==> config.mk <==
export PLATFORM = sky130hd
export DESIGN_NAME = inst_fetch_unit_flat
export DESIGN_NICKNAME = d
export VERILOG_FILES = /design/src/rtl/inst_fetch_unit_pkg.sv /design/src/rtl/inst_fetch_unit_if.sv /design/src/rtl/inst_fetch_unit_inst_queue_2w1r.sv /design/src/rtl/inst_fetch_unit.sv /design/src/flat_wrapper.sv
export SDC_FILE = /design/constraint.sdc
export NUM_CORES = 2
export LEC_CHECK = 0
export BUFFER_PORTS_ARGS = -buffer_cell sky130_fd_sc_hd__buf_4
export CAP_MARGIN = 10
export CORE_UTILIZATION = 38
export DETAILED_ROUTE_END_ITERATION = 12
export PLACE_DENSITY = 0.61
export REMOVE_ABC_BUFFERS = 1
export SYNTH_ARGS = -nofsm -noshare
export SYNTH_HDL_FRONTEND = slang
export SYNTH_SLANG_ARGS = --single-unit
==> constraint.sdc <==
create_clock -name clk -period 14.4 [get_ports clk]
set_input_delay 0 -clock clk [delete_from_list [all_inputs] [get_ports clk]]
set_output_delay 0 -clock clk [all_outputs]
set_load 0.01 [all_outputs]
==> src/rtl/inst_fetch_unit_pkg.sv <==
// rtl/inst_fetch_unit_pkg.sv - shared types and constants for the instruction fetch slice
package inst_fetch_unit_pkg;

    typedef logic [31:0] addr_t;
    typedef logic [31:0] word_t;

    // Canonical no-op encoding (addi x0, x0, 0)
    localparam word_t OP_NOP           = 32'h0000_0013;
    localparam addr_t NULL_PTR         = 32'h0000_0000;
    localparam addr_t RESET_PC_DEFAULT = 32'h0000_0000;

    // One queued instruction together with the PC it was fetched from
    typedef struct packed {
        addr_t pc;
        word_t inst;
    } fetch_entry_t;

endpackage

==> src/rtl/inst_fetch_unit_if.sv <==
// rtl/inst_fetch_unit_if.sv - cache request/reply and decode handshake bundle
interface inst_fetch_unit_if;
    import inst_fetch_unit_pkg::*;

    // dual-port instruction cache side
    logic  en_rx;
    addr_t pcx;
    logic  hitx;
    word_t instx;
    logic  en_ry;
    addr_t pcy;
    logic  hity;
    word_t insty;

    // decode side
    logic  out_valid;
    addr_t out_pc;
    word_t out_inst;
    logic  out_ready;

    modport master (
        output en_rx, pcx, en_ry, pcy, out_valid, out_pc, out_inst,
        input  hitx, instx, hity, insty, out_ready
    );

    modport slave (
        input  en_rx, pcx, en_ry, pcy, out_valid, out_pc, out_inst,
        output hitx, instx, hity, insty, out_ready
    );

endinterface

==> src/rtl/inst_fetch_unit_inst_queue_2w1r.sv <==
// rtl/inst_fetch_unit_inst_queue_2w1r.sv - in-order instruction FIFO, two writes and one read per cycle
module inst_queue_2w1r
    import inst_fetch_unit_pkg::*;
#(
    parameter int DEPTH = 8,
    parameter int PTR_W = 3
) (
    input  logic               clk,
    input  logic               rst,
    input  logic               en,        // low: every register holds
    input  logic               flush,     // empties the queue, drops this cycle's push/pop
    input  logic [1:0]         wr_cnt,    // 0, 1 or 2 entries written in order
    input  fetch_entry_t       wr_data0,
    input  fetch_entry_t       wr_data1,
    input  logic               rd_en,
    output logic               rd_valid,
    output fetch_entry_t       rd_data,
    output logic [PTR_W:0]     count
);

    fetch_entry_t       mem_q [DEPTH];
    fetch_entry_t       mem_d [DEPTH];
    logic [PTR_W-1:0]   head_q, head_d;
    logic [PTR_W-1:0]   tail_q, tail_d;
    logic [PTR_W:0]     count_q, count_d;
    logic [PTR_W-1:0]   head_p1;
    logic               pop;

    assign rd_valid = (count_q != '0);
    assign pop      = rd_valid & rd_en;
    assign head_p1  = head_q + PTR_W'(1);
    assign count    = count_q;

    // Head entry is presented combinationally; an empty queue reads as all zeros
    always_comb begin
        rd_data = '{pc: NULL_PTR, inst: '0};
        if (rd_valid) begin
            rd_data = mem_q[tail_q];
        end
    end

    // Pointer, occupancy and storage updates; flush wins over push/pop
    always_comb begin
        mem_d   = mem_q;
        head_d  = head_q;
        tail_d  = tail_q;
        count_d = count_q;
        if (en) begin
            if (flush) begin
                head_d  = '0;
                tail_d  = '0;
                count_d = '0;
            end else begin
                if (wr_cnt != 2'd0) begin
                    mem_d[head_q] = wr_data0;
                end
                if (wr_cnt == 2'd2) begin
                    mem_d[head_p1] = wr_data1;
                end
                head_d  = head_q + PTR_W'(wr_cnt);
                tail_d  = tail_q + PTR_W'(pop);
                count_d = count_q + (PTR_W+1)'(wr_cnt) - (PTR_W+1)'(pop);
            end
        end
    end

    // Control registers with synchronous reset
    always_ff @(posedge clk) begin
        if (rst) begin
            head_q  <= '0;
            tail_q  <= '0;
            count_q <= '0;
        end else begin
            head_q  <= head_d;
            tail_q  <= tail_d;
            count_q <= count_d;
        end
    end

    // Entry storage needs no reset: it is only visible while count is non-zero
    always_ff @(posedge clk) begin
        mem_q <= mem_d;
    end

endmodule

==> src/rtl/inst_fetch_unit.sv <==
// rtl/inst_fetch_unit.sv - fetch stage: PC steering, cache reply intake and instruction queue
module inst_fetch_unit
    import inst_fetch_unit_pkg::*;
#(
    parameter int    DEPTH    = 8,
    parameter int    PTR_W    = 3,
    parameter addr_t RESET_PC = RESET_PC_DEFAULT
) (
    input  logic                clk,
    input  logic                rst,
    input  logic                rdy,
    input  logic                jump_en,
    input  addr_t               jump_addr,
    inst_fetch_unit_if.master   bus
);

    localparam logic [PTR_W:0] DEPTH_C = (PTR_W+1)'(DEPTH);

    addr_t           pc_q, pc_d;
    logic            rsp_valid_q, rsp_valid_d;
    addr_t           pc_next;
    addr_t           pc_adv;
    logic [1:0]      push_cnt;
    logic            hx, hy;
    logic [PTR_W:0]  count;
    logic [PTR_W:0]  free;
    fetch_entry_t    wr_data0, wr_data1;
    fetch_entry_t    rd_data;
    logic            rd_valid;

    // The reply seen now always belongs to pc_q, so only the hit bits matter
    assign hx   = rsp_valid_q & bus.hitx;
    assign hy   = rsp_valid_q & bus.hity;
    // Space is judged before this cycle's pop, so a pop never enables a same-cycle push
    assign free = DEPTH_C - count;

    assign wr_data0 = '{pc: pc_q,              inst: bus.instx};
    assign wr_data1 = '{pc: pc_q + 32'd4,      inst: bus.insty};

    // Push decision: port y only counts behind a port-x hit to keep program order
    always_comb begin
        push_cnt = 2'd0;
        pc_adv   = pc_q;
        if (hx && hy && (free >= (PTR_W+1)'(2))) begin
            push_cnt = 2'd2;
            pc_adv   = pc_q + 32'd8;
        end else if (hx && (free != '0)) begin
            push_cnt = 2'd1;
            pc_adv   = pc_q + 32'd4;
        end
    end

    // Next PC priority: reset, stall, redirect, sequential advance
    always_comb begin
        pc_next     = pc_adv;
        rsp_valid_d = rdy & ~rst;
        if (rst) begin
            pc_next = RESET_PC;
        end else if (!rdy) begin
            pc_next = pc_q;
        end else if (jump_en) begin
            pc_next = jump_addr;
        end
        pc_d = pc_next;
    end

    // PC of the group whose reply is due, plus whether a reply is expected at all
    always_ff @(posedge clk) begin
        if (rst) begin
            pc_q        <= RESET_PC;
            rsp_valid_q <= 1'b0;
        end else begin
            pc_q        <= pc_d;
            rsp_valid_q <= rsp_valid_d;
        end
    end

    assign bus.en_rx = rdy & ~rst;
    assign bus.en_ry = rdy & ~rst;
    assign bus.pcx   = pc_next;
    assign bus.pcy   = pc_next + 32'd4;

    inst_queue_2w1r #(
        .DEPTH (DEPTH),
        .PTR_W (PTR_W)
    ) u_queue (
        .clk      (clk),
        .rst      (rst),
        .en       (rdy),
        .flush    (jump_en),
        .wr_cnt   (push_cnt),
        .wr_data0 (wr_data0),
        .wr_data1 (wr_data1),
        .rd_en    (bus.out_ready),
        .rd_valid (rd_valid),
        .rd_data  (rd_data),
        .count    (count)
    );

    assign bus.out_valid = rd_valid;
    assign bus.out_pc    = rd_data.pc;
    assign bus.out_inst  = rd_data.inst;

endmodule
==> src/flat_wrapper.sv <==
// flat-port wrapper written by rule: the top's interface ports become plain ports
module inst_fetch_unit_flat import inst_fetch_unit_pkg::*;
#(
    parameter int    DEPTH    = 8,
    parameter int    PTR_W    = 3,
    parameter addr_t RESET_PC = RESET_PC_DEFAULT
)
  (clk, rst, rdy, jump_en, jump_addr, bus_en_rx, bus_pcx, bus_en_ry, bus_pcy, bus_out_valid, bus_out_pc, bus_out_inst, bus_hitx, bus_instx, bus_hity, bus_insty, bus_out_ready);
  inst_fetch_unit_if bus_i ();
  input  logic clk;
  input  logic rst;
  input  logic rdy;
  input  logic jump_en;
  input  addr_t jump_addr;
  output wire logic [$bits(bus_i.en_rx)-1:0] bus_en_rx;
  output wire logic [$bits(bus_i.pcx)-1:0] bus_pcx;
  output wire logic [$bits(bus_i.en_ry)-1:0] bus_en_ry;
  output wire logic [$bits(bus_i.pcy)-1:0] bus_pcy;
  output wire logic [$bits(bus_i.out_valid)-1:0] bus_out_valid;
  output wire logic [$bits(bus_i.out_pc)-1:0] bus_out_pc;
  output wire logic [$bits(bus_i.out_inst)-1:0] bus_out_inst;
  input wire logic [$bits(bus_i.hitx)-1:0] bus_hitx;
  input wire logic [$bits(bus_i.instx)-1:0] bus_instx;
  input wire logic [$bits(bus_i.hity)-1:0] bus_hity;
  input wire logic [$bits(bus_i.insty)-1:0] bus_insty;
  input wire logic [$bits(bus_i.out_ready)-1:0] bus_out_ready;
  assign bus_en_rx = bus_i.en_rx;
  assign bus_pcx = bus_i.pcx;
  assign bus_en_ry = bus_i.en_ry;
  assign bus_pcy = bus_i.pcy;
  assign bus_out_valid = bus_i.out_valid;
  assign bus_out_pc = bus_i.out_pc;
  assign bus_out_inst = bus_i.out_inst;
  assign bus_i.hitx = bus_hitx;
  assign bus_i.instx = bus_instx;
  assign bus_i.hity = bus_hity;
  assign bus_i.insty = bus_insty;
  assign bus_i.out_ready = bus_out_ready;
  inst_fetch_unit #(.DEPTH(DEPTH), .PTR_W(PTR_W), .RESET_PC(RESET_PC)) u_core (.clk(clk), .rst(rst), .rdy(rdy), .jump_en(jump_en), .jump_addr(jump_addr), .bus(bus_i));
endmodule
==> metrics.txt <==
pin count of the biggest net entering global routing 103; I/O pin count 234; Slew headroom 20.0%; first-pass GRT wire length 176000 microns; crit path launch type flip-flop; critical-path cell list ha_1 > nand3_1 > nor2_1 > xor2_1 > a211oi_1 > nor4_4 > nand3_1 > nor4_4 > nand3_1 > xnor2_1 > buf_4; critical path's slowest cell dfxtp_1; fin crit share 41.6%; CP top delay family simple AND/OR/NAND/NOR gates; Post-Synthesis Cells 3363; reg2reg start u_core.u_queue.count[0]$_SDFFE_PP0P_; register area share after synthesis 46.3%; DR iter-0 viols 3546; Most Crowded Layer GR met2; top cell type's share of synthesized area 43.9%; clk slew on worst S/H paths 60 ps; P_leak 14.4 nW; Most Frequent Cell on Critical Path nand3_1; MaxCap Viol Count 0; Layout Cells excl Fill 4726; main flop type after synthesis edfxtp_1; Internal 0.00303 W; CTS H-tree lvls 3; die area 93400 sq um; fill count 8493; final antenna-violating net count 0; Worst Path Required 14400 ps; CTS Buf Count 67; Fin. Hold Viols 0; total area of sequential cells 16200 sq um; GRT Total Usage 24.6%; Logic pwr share 11.4%; crit path to bus_pcy[29]; Flop pwr share 46.6%; Vias 28182; PortBufs 233; status finished clean; CP endpoint kind primary output; vias per cell 5.96; worst r2r path cells 11; postcts setup bufs 0; CTS tree done; Clock Tree Root clkbuf_16; Clock Skew 22.7 ps; Unique masters post-synth 90; hpwl dp 68200 microns; clock latency on the worst-skew pair 620 ps; met2 GRT Util 38.4%; Post-CTS Resized 0; vias in the first global route 27390; Crit Path Category flip-flop to primary output; Starting Density 38.3%; Rows 111; core box area 91500 sq um; met3 Use GR 4.40%; CTS sink cnt 555; syn_area_per_cell 10.4 sq um; Area Overhead vs Synth 16.4%; met1 Track Usage GR 34.6%; multi-input logic area 17200 sq um; EDFF count, synth 512; Worst R2R Setup Slack 8920 ps; Die W 306 microns; RSZ-0062 raised after global routing no; Buf/Inv on CP 1; Worst Path Arrival 5990 ps; die height 306 microns; initial antenna violation count 3; min Tclk post-route 5990 ps; FF-to-FF End u_core.u_queue.mem_q[11]$_DFFE_PP_; Synth Register Bits 555; placed cells 4463; WL/cell 24.9 microns; fmax 167 MHz; Post-synth ARST share 0%; layout cell share with drive strength beyond 1 16.4%; fin. max-slew vios 0; maximum resistive drop on vdd 0.0000751 V; Max clock buf depth 3; Levels on crit path 11; Clock power frac 42.0%; worst-margin pin slew 1200 ps; Sw Share 25.6%; Nets 3609; Worst Path Max Fanout 15; final setup fails 0; GPL Wtd Cong 0.907; worst setup path start u_core.pc_q[3]$_SDFF_PP0_; DRC 0; largest area contributor in the synthesized netlist edfxtp_1; P_sw 0.00104 W; slowest stage delay, CP 760 ps; Ys Warns 0; drt first pass iters 8; pwr dens 99.9 nW/um^2; top post-synthesis cells by area edfxtp_1 44%, mux2i_1 13%, mux4_2 8.2%; final WL 118000 microns; synthesized area 35000 sq um; Hold Path Class input pin to flip-flop; final setup TNS 0 ps; overflow left after global routing 0
[worst min-delay path: stages]
cell	delay, ps
buf_4	120
nor2_1	70
o21ai_0	140
nand2b_1	210
nor2_1	60
[placed cells by master, fill, tap and decap left out, types with 6 or more instances in the layout]
cell type,synthesis,routed
clkinv_1,1,13
mux2_2,20,20
o211ai_1,6,6
o22ai_1,61,61
xor2_1,21,21
a211oi_1,17,17
and4_1,7,7
nand2_1,535,535
nand4_1,26,26
edfxtp_1,512,512
ha_1,15,15
nand3_1,55,52
dlygate4sd3_1,0,143
and2_1,13,12
bufinv_16,0,7
dfxtp_1,43,40
a21oi_1,101,101
nand2b_1,7,7
clkbuf_1,202,14
nor2_1,232,230
nor4_1,14,13
nor3_1,28,23
inv_1,22,21
nor3_2,4,9
or4_1,10,10
o21ai_0,443,443
mux4_2,128,128
clkinv_2,0,10
or3_1,8,8
buf_4,41,282
and3_1,11,8
a31oi_1,14,14
clkbuf_16,0,68
a22oi_1,16,16
mux2i_1,472,472
xnor2_1,40,40
[sequential cells by signal (all words and copies together), names as in the netlist]
signal                 cells
u_core.pc_q               32
u_core.rsp_valid_q         1
u_core.u_queue.count       4
u_core.u_queue.head_q      3
u_core.u_queue.mem_q     512
u_core.u_queue.tail_q      3
[synthesized netlist by cell type, drive strengths merged (10+ instances only)]
cell type,count
nand3,56
buf,166
clkbuf,203
ha,15
and3,11
edfxtp,512
a21oi,101
nand2,535
or4,10
xnor2,40
nor2,232
a31oi,14
mux2i,472
and2,14
dfxtp,43
nand4,29
nor3,32
a22oi,16
inv,24
a211oi,17
mux2,20
mux4,128
o21ai,445
nor4,20
xor2,21
o22ai,61
[routing by layer]
metal / vias to the layer above / wire [microns]
met2: 1370 / 53700
met3: 202 / 10400
met4: 4 / 2940
met5: - / 27
li1: 12709 / -
met1: 13897 / 50700
[cells by family (layout without fill, tap and decap cells)]
kind of cell / count (synthesis) / count (layout) / share of synthesized area [%]
DFF: 555 / 555 / 46.3
muxes: 620 / 620 / 22.4
AOI/OAI and AO/OA: 728 / 728 / 11.9
adders and majority gates: 17 / 17 / 0.650
xor gates and xnor gates: 61 / 61 / 1.52
buffers and inverters: 394 / 570 / 4.79
and+or+nand+nor: 988 / 988 / 12.4
other: 0 / 1 / 0
[worst min path at each step]
stage | to | cells after the start | from | slack (ps)
6_report | u_core.pc_q[28]$_SDFF_PP0_ | 5 | jump_addr[28] | 40
5_1_grt | u_core.pc_q[28]$_SDFF_PP0_ | 5 | jump_addr[28] | 100
4_1_cts | u_core.u_queue.tail_q[2]$_SDFFE_PP0P_ | 4 | jump_en | 8
3_5_place_dp | u_core.pc_q[1]$_SDFF_PP0_ | 3 | jump_addr[1] | 290
3_3_place_gp | u_core.pc_q[0]$_SDFF_PP0_ | 3 | jump_addr[0] | 290
2_1_floorplan | bus_pcx[24] | 1 | rst | 30
[layout make-up]
cell class / instances / share of cell area (%)
antenna: 1 / 0.00614
clock buffer: 82 / 4.30
clock inverter: 37 / 0.969
inverter: 25 / 0.249
multi-input combinational: 2414 / 42.2
sequential: 555 / 39.8
tap: 1186 / 3.64
timing repair buffer: 426 / 8.75
[power by group through the flow]
| stage | logic (W) | registers (W) | clock network [W] |
|---|---|---|---|
| after global placement | 0.000427 | 0.00193 | 0 |
| after detailed placement | 0.000433 | 0.00193 | 0 |
| after CTS | 0.000464 | 0.00190 | 0.00173 |
| after floorplan | 0.000243 | 0.00194 | 0 |
| final | 0.000464 | 0.00190 | 0.00171 |
| after global routing | 0.000502 | 0.00191 | 0.00179 |
[per-stage QoR]
step                utilization [%]  hold slack (ps)  total power, W  setup WS (ps)  cell area, sq um
global route                   44.6             98.3         0.00420           8020             40800
CTS                            44.6             7.51         0.00409           8380             40800
global placement               40.6              295         0.00236           9230             37200
finish                         44.6             42.3         0.00407           8410             40800
floorplan                         -             29.5         0.00218            649             33500
detailed placement             40.6              290         0.00236           9030             37200
[what timing repair did]
action                                  in CTS  in global routing
endpoints found under the hold margin      299                  0
endpoints found under the setup margin       0                  0
hold buffers                               143                  0
(Power assumes the default switching activity.)
